`src/rtl/seq_cmp_defs_pkg.sv`:
```
// Shared definitions for the sequential magnitude comparator: FSM encoding,
// one-hot result encoding and the WIDTH/DIGIT legality check macro.
`ifndef SEQ_CMP_DEFS_PKG_SV
`define SEQ_CMP_DEFS_PKG_SV

// Elaboration-time guard: operands must split into a whole number of digits.
`define SEQ_CMP_CHECK_PARAMS(W, D) \
    if ((D) < 1 || (W) < (D) || ((W) % (D)) != 0) begin : g_bad_params \
        $error("seq_mag_comparator: WIDTH must be a non-zero multiple of DIGIT"); \
    end

package seq_cmp_defs;

    typedef enum logic [1:0] {
        ST_IDLE = 2'd0,
        ST_CMP  = 2'd1,
        ST_DONE = 2'd2
    } state_e;

    // Result vector layout is {equal, greater, lesser}.
    localparam logic [2:0] RES_NONE = 3'b000;
    localparam logic [2:0] RES_EQ   = 3'b100;
    localparam logic [2:0] RES_GT   = 3'b010;
    localparam logic [2:0] RES_LT   = 3'b001;

endpackage

`endif

```
`src/rtl/seq_mag_comparator_digit_cmp.sv`:
```
// Combinational DIGIT-wide magnitude compare using the classic xnor/and-or
// cascade; invert_msb biases the top bit for two's-complement digits.
module digit_cmp #(
    parameter int DIGIT = 4
) (
    input  logic [DIGIT-1:0] x,
    input  logic [DIGIT-1:0] y,
    input  logic             invert_msb,
    output logic             gt,
    output logic             lt,
    output logic             eq
);

    logic [DIGIT-1:0] xm;
    logic [DIGIT-1:0] ym;
    logic             eq_run;

    // NOTE: every variable gets a default at the top of always_comb, so no
    // path through the block can leave one unassigned and infer a latch.
    always_comb begin
        xm     = x;
        ym     = y;
        gt     = 1'b0;
        lt     = 1'b0;
        eq_run = 1'b1;
        if (invert_msb) begin
            xm[DIGIT-1] = ~x[DIGIT-1];
            ym[DIGIT-1] = ~y[DIGIT-1];
        end
        // A bit decides the result only if every more significant bit matched.
        for (int i = DIGIT - 1; i >= 0; i--) begin
            gt     = gt | (eq_run & xm[i] & ~ym[i]);
            lt     = lt | (eq_run & ~xm[i] & ym[i]);
            eq_run = eq_run & ~(xm[i] ^ ym[i]);
        end
        eq = eq_run;
    end

endmodule

```
`src/rtl/seq_mag_comparator.sv`:
```
// Multi-cycle MSB-first magnitude comparator with early exit and valid/ready
// on both sides. Define SEQ_CMP_MINMAX_EN to add registered min_out/max_out.
module seq_mag_comparator
    import seq_cmp_defs::*;
#(
    parameter  int WIDTH = 16,
    parameter  int DIGIT = 4,
    localparam int NDIG  = WIDTH / DIGIT,
    localparam int IDXW  = (NDIG > 1) ? $clog2(NDIG) : 1
) (
    input  logic             clk,
    input  logic             rst,
    input  logic             in_valid,
    output logic             in_ready,
    input  logic [WIDTH-1:0] a,
    input  logic [WIDTH-1:0] b,
    input  logic             signed_mode,
    output logic             out_valid,
    input  logic             out_ready,
    output logic             equal,
    output logic             greater,
    output logic             lesser,
    output logic [IDXW:0]    digits_used
`ifdef SEQ_CMP_MINMAX_EN
    ,
    output logic [WIDTH-1:0] min_out,
    output logic [WIDTH-1:0] max_out
`endif
);

    `SEQ_CMP_CHECK_PARAMS(WIDTH, DIGIT)

    localparam logic [IDXW-1:0] IDX_TOP  = IDXW'(NDIG - 1);
    localparam logic [IDXW:0]   NDIG_CNT = (IDXW + 1)'(NDIG);

    state_e           state_q, state_d;
    logic [WIDTH-1:0] a_q, a_d;
    logic [WIDTH-1:0] b_q, b_d;
    logic             signed_q, signed_d;
    logic [IDXW-1:0]  idx_q, idx_d;
    logic [2:0]       res_q, res_d;
    logic [IDXW:0]    used_q, used_d;
`ifdef SEQ_CMP_MINMAX_EN
    logic [WIDTH-1:0] min_q, min_d;
    logic [WIDTH-1:0] max_q, max_d;
`endif

    logic [DIGIT-1:0] a_dig;
    logic [DIGIT-1:0] b_dig;
    logic             dig_invert;
    logic             dig_gt;
    logic             dig_lt;
    logic             dig_eq;

    // Mux-by-loop keeps the select in range even when NDIG is not a power of 2.
    always_comb begin
        a_dig = '0;
        b_dig = '0;
        for (int i = 0; i < NDIG; i++) begin
            if (idx_q == IDXW'(i)) begin
                a_dig = a_q[i*DIGIT +: DIGIT];
                b_dig = b_q[i*DIGIT +: DIGIT];
            end
        end
    end

    assign dig_invert = signed_q && (idx_q == IDX_TOP);

    digit_cmp #(
        .DIGIT (DIGIT)
    ) u_digit_cmp (
        .x          (a_dig),
        .y          (b_dig),
        .invert_msb (dig_invert),
        .gt         (dig_gt),
        .lt         (dig_lt),
        .eq         (dig_eq)
    );

    always_comb begin
        state_d  = state_q;
        a_d      = a_q;
        b_d      = b_q;
        signed_d = signed_q;
        idx_d    = idx_q;
        res_d    = res_q;
        used_d   = used_q;
`ifdef SEQ_CMP_MINMAX_EN
        min_d    = min_q;
        max_d    = max_q;
`endif
        case (state_q)
            ST_IDLE: begin
                if (in_valid) begin
                    a_d      = a;
                    b_d      = b;
                    signed_d = signed_mode;
                    idx_d    = IDX_TOP;
                    state_d  = ST_CMP;
                end
            end
            ST_CMP: begin
                if (!dig_eq) begin
                    res_d   = dig_gt ? RES_GT : (dig_lt ? RES_LT : RES_NONE);
                    used_d  = NDIG_CNT - {1'b0, idx_q};
                    state_d = ST_DONE;
                end else if (idx_q == '0) begin
                    res_d   = RES_EQ;
                    used_d  = NDIG_CNT;
                    state_d = ST_DONE;
                end else begin
                    idx_d = idx_q - 1'b1;
                end
`ifdef SEQ_CMP_MINMAX_EN
                // On equality dig_gt is low, so both outputs take A.
                if (state_d == ST_DONE) begin
                    min_d = dig_gt ? b_q : a_q;
                    max_d = dig_gt ? a_q : b_q;
                end
`endif
            end
            ST_DONE: begin
                if (out_ready) begin
                    state_d = ST_IDLE;
                end
            end
            default: state_d = ST_IDLE;
        endcase
    end

    // NOTE: state registers use non-blocking assignments so every flop
    // samples its _d value from before the edge, independent of block order.
    always_ff @(posedge clk) begin
        if (rst) begin
            state_q  <= ST_IDLE;
            a_q      <= '0;
            b_q      <= '0;
            signed_q <= 1'b0;
            idx_q    <= '0;
            res_q    <= RES_NONE;
            used_q   <= '0;
`ifdef SEQ_CMP_MINMAX_EN
            min_q    <= '0;
            max_q    <= '0;
`endif
        end else begin
            state_q  <= state_d;
            a_q      <= a_d;
            b_q      <= b_d;
            signed_q <= signed_d;
            idx_q    <= idx_d;
            res_q    <= res_d;
            used_q   <= used_d;
`ifdef SEQ_CMP_MINMAX_EN
            min_q    <= min_d;
            max_q    <= max_d;
`endif
        end
    end

    assign in_ready                  = (state_q == ST_IDLE);
    assign out_valid                 = (state_q == ST_DONE);
    assign {equal, greater, lesser}  = res_q;
    assign digits_used               = used_q;
`ifdef SEQ_CMP_MINMAX_EN
    assign min_out                   = min_q;
    assign max_out                   = max_q;
`endif

endmodule

```
`config.mk`:
```
export PLATFORM = sky130hd
export DESIGN_NAME = seq_mag_comparator
export DESIGN_NICKNAME = d
export VERILOG_FILES = /design/src/rtl/seq_cmp_defs_pkg.sv /design/src/rtl/seq_mag_comparator_digit_cmp.sv /design/src/rtl/seq_mag_comparator.sv
export SDC_FILE = /design/constraint.sdc
export NUM_CORES = 1
export LEC_CHECK = 0
export CORE_AREA = 2 2 81 83
export CTS_BUF_LIST = sky130_fd_sc_hd__clkbuf_4
export CTS_CLUSTER_DIAMETER = 100
export CTS_CLUSTER_SIZE = 12
export DETAILED_ROUTE_END_ITERATION = 8
export DIE_AREA = 0 0 83 85
export GPL_TIMING_DRIVEN = 0
export HOLD_SLACK_MARGIN = 0.1
export SYNTH_ARGS = -nofsm -noshare
export SYNTH_HDL_FRONTEND = slang
export SYNTH_SLANG_ARGS = --single-unit
```
`constraint.sdc`:
```
create_clock -name clk -period 4.8 [get_ports clk]
set_clock_uncertainty 0.05 [all_clocks]
set_input_delay 1.44 -clock clk [delete_from_list [all_inputs] [get_ports clk]]
set_output_delay 1.44 -clock clk [all_outputs]
set_load 0.05 [all_outputs]
```
==> flow_summary.json <==
{
  "grt_pass1_wl_mm": 8.83,
  "grt_pass1_vias": 1964,
  "detail_route.wirelength.met1_mm": 2.42,
  "ir_drop_uv": 116,
  "nNetsFinal": 353,
  "finalSetupViolations": 0,
  "final-max-slew-violation-count": 0,
  "switching_share": 0.350,
  "cp.arrival_ps": 1720,
  "cts_root_buf": "sky130_fd_sc_hd__clkbuf_4",
  "die_area_um2": 7060,
  "report.final.hold_viol_count": 0,
  "detail_route.drc_violations": 0,
  "drt_pre_antenna_iters": 4,
  "syn-cell-area_um2": 2090,
  "register_area_um2": 861,
  "leakage_nw": 0.967,
  "placed_cell_areas_um2": 2620,
  "intPower_uw": 576,
  "antenna-diode-count": 0,
  "drive_gt1_frac": 0.0611,
  "cts_resized": 0,
  "multi_input_comb_area_um2": 1110,
  "core.rowCount": 29,
  "routedWlPerCell_um": 12.8,
  "io_pins": 45,
  "vias": 1922,
  "clock_latency_ps": 350,
  "slew_headroom": 0.646,
  "synth_cell_type_count": 38,
  "cts_htree_levels": 2,
  "total_switching_power_uw": 310,
  "timing.hold.worst.class": "reg -> reg",
  "chipHeight_um": 85,
  "filler_cell_count": 661,
  "cts_tree": "built",
  "crit_required_ps": 3310,
  "synthesis.instances": 260,
  "highest_layer": "met4",
  "final_cell_mix": "71 x sky130_fd_sc_hd__nand2_1, 43 x sky130_fd_sc_hd__dfxtp_1, 43 x sky130_fd_sc_hd__clkdlybuf4s50_1",
  "most_common_cell_after_layout_fill_and_taps_aside": "sky130_fd_sc_hd__nand2_1",
  "final_global_route_overflow_total": 0,
  "seq_power_share": 0.460,
  "share_clk_of_total_power": 0.194,
  "met3_length_um": 195,
  "timing.fmax_ghz": 0.312,
  "clock_path_buffers": 2,
  "cts.repair_timing.setup_buffer_count": 0,
  "synth_ff_type": "sky130_fd_sc_hd__dfxtp_1",
  "die_x_um": 83,
  "core_area_um2": 6200,
  "met2_wirelength_mm": 2.22,
  "area_growth_syn_to_layout_pct": 27.7,
  "placement.io_buffers": 43,
  "rsz_0062_raised_after_global_routing": "no",
  "dpl.hpwl_mm": 3.83,
  "postSynthAreaPerCell_um2": 8.04,
  "critical_path_class": "reg -> out",
  "maximum_number_of_pins_on_one_net_before_global_route_repair": 14,
  "drt_wl_total_mm": 4.95,
  "seq_area_frac_synth": 0.412,
  "crit_fanout": 4,
  "worst_pin_slew_ps": 532,
  "yosys_warnings": 0,
  "final_area_um2": 2670,
  "final_antenna_net_count": 0,
  "antenna_found_initial": 0,
  "share_comb_of_total_power": 0.346,
  "place_congestion": 0.821,
  "cts_num_sinks": 43,
  "tns_ps": 0,
  "netlist_top_cells_area": "sky130_fd_sc_hd__dfxtp_1 41%, sky130_fd_sc_hd__nand2_1 13%, sky130_fd_sc_hd__a21oi_1 9.3%",
  "fraction_of_registers_with_async_set_reset": 0,
  "timing.critical_path.to_type": "output port",
  "cellPowerDensity_nw_per_um2": 332,
  "synthDominantAreaCellType": "sky130_fd_sc_hd__dfxtp_1",
  "synth.net_count": 303,
  "grt_util_all_layers": 0.152,
  "drt_iter0_markers": 59,
  "cts.hold.buffers_added": 0,
  "yosys.area.top_type_share": 0.412,
  "vias_per_cell": 4.95,
  "number_of_enable_type_register_cells_in_the_synthesized_netlist": 0,
  "clk_pin_slew_ps": 130,
  "cp_startpoint_kind": "flop",
  "cap_violations": 0,
  "finalWorstPathRequiredPeriod_ps": 3210,
  "fin_worst_hold_slack_ps": 414,
  "cts_made_buffers": 5,
  "status": "completed",
  "finalCritPeriodShare": 0.668,
  "synth_seq_cells": 43,
  "initial_util": 0.337
}
[power by group through the flow]
| stage | clock (mW) | sequential [mW] | combinational, mW |
|---|---|---|---|
| floorplan | 0 | 0.428 | 0.202 |
| global placement | 0 | 0.415 | 0.306 |
| detailed placement | 0 | 0.416 | 0.309 |
| CTS | 0.180 | 0.408 | 0.310 |
| global route | 0.197 | 0.412 | 0.342 |
| finish | 0.172 | 0.407 | 0.307 |
[path summary, 6_finish.rpt]
check	startpoint	endpoint	slack, ps	depth (start not counted)
min reg2reg	a_q[0]	a_q[0]	410	2
max	state_q[1]	out_valid	1590	2
min	a_q[0]	a_q[0]	410	2
max reg2reg	idx_q[0]	digits_used[0]	1890	13
[metrics by stage]
stage	total power [mW]	setup slack (ps)	std cells	utilization
finish	0.886	1590	388	0.430
global route	0.951	1490	388	0.430
detailed placement	0.724	1580	380	0.422
CTS	0.897	1570	388	0.430
global placement	0.721	1600	380	0.422
floorplan	0.631	2220	260	-
[logic make-up after synthesis]
logic type,after synthesis,share of synthesized area
AND/OR/NAND/NOR,106,0.236
AO/OA/AOI/OAI,70,0.222
flip-flops,43,0.412
buffers and inverters,27,0.0557
adder cells (fa/ha/maj),8,0.0455
XOR/XNOR,5,0.0246
multiplexers,1,0.00479
[cells in the mapped netlist (2+ instances only)]
cell type,instances
sky130_fd_sc_hd__nand2_1,71
sky130_fd_sc_hd__dfxtp_1,43
sky130_fd_sc_hd__a21oi_1,39
sky130_fd_sc_hd__clkbuf_1,12
sky130_fd_sc_hd__a211oi_1,11
sky130_fd_sc_hd__inv_1,10
sky130_fd_sc_hd__ha_1,6
sky130_fd_sc_hd__nand3b_1,6
sky130_fd_sc_hd__nor2_1,6
sky130_fd_sc_hd__nor2b_1,5
sky130_fd_sc_hd__nor3b_1,5
sky130_fd_sc_hd__nand2b_1,4
sky130_fd_sc_hd__xnor2_1,4
sky130_fd_sc_hd__a21o_1,3
sky130_fd_sc_hd__a221oi_1,3
sky130_fd_sc_hd__a32o_1,3
sky130_fd_sc_hd__buf_2,3
sky130_fd_sc_hd__o21ai_0,3
sky130_fd_sc_hd__and2_1,2
sky130_fd_sc_hd__maj3_1,2
sky130_fd_sc_hd__nor3_1,2
[flip-flops by register name (all words and copies together) (netlist names)]
register and count:
a_q 16, b_q 16, digits_used 3, idx_q 2, res_q 3, signed_q 1, state_q 2
[worst max-delay path: stages (launching register included)]
cell	delay, ps
sky130_fd_sc_hd__dfxtp_1	380
sky130_fd_sc_hd__nor2b_1	170
sky130_fd_sc_hd__clkdlybuf4s50_1	820
[per-layer routing]
metal | track usage | vias up
li1 | - | 993
met1 | 0.198 | 871
met2 | 0.251 | 46
met3 | 0.0350 | 12
met4 | 0.0477 | 0
met5 | 0 | -
[final cells by class]
| cell class | count | share of cell area |
|---|---|---|
| inverters | 10 | 0.0141 |
| clock buffers | 5 | 0.0141 |
| repair buffers | 43 | 0.161 |
| multi-input cells | 190 | 0.417 |
| clock inverters | 3 | 0.00563 |
| flip-flops and latches | 43 | 0.323 |
| plain buffers | 17 | 0.0295 |
| well taps | 77 | 0.0361 |
Note: power is estimated with default switching activity, not from simulation.
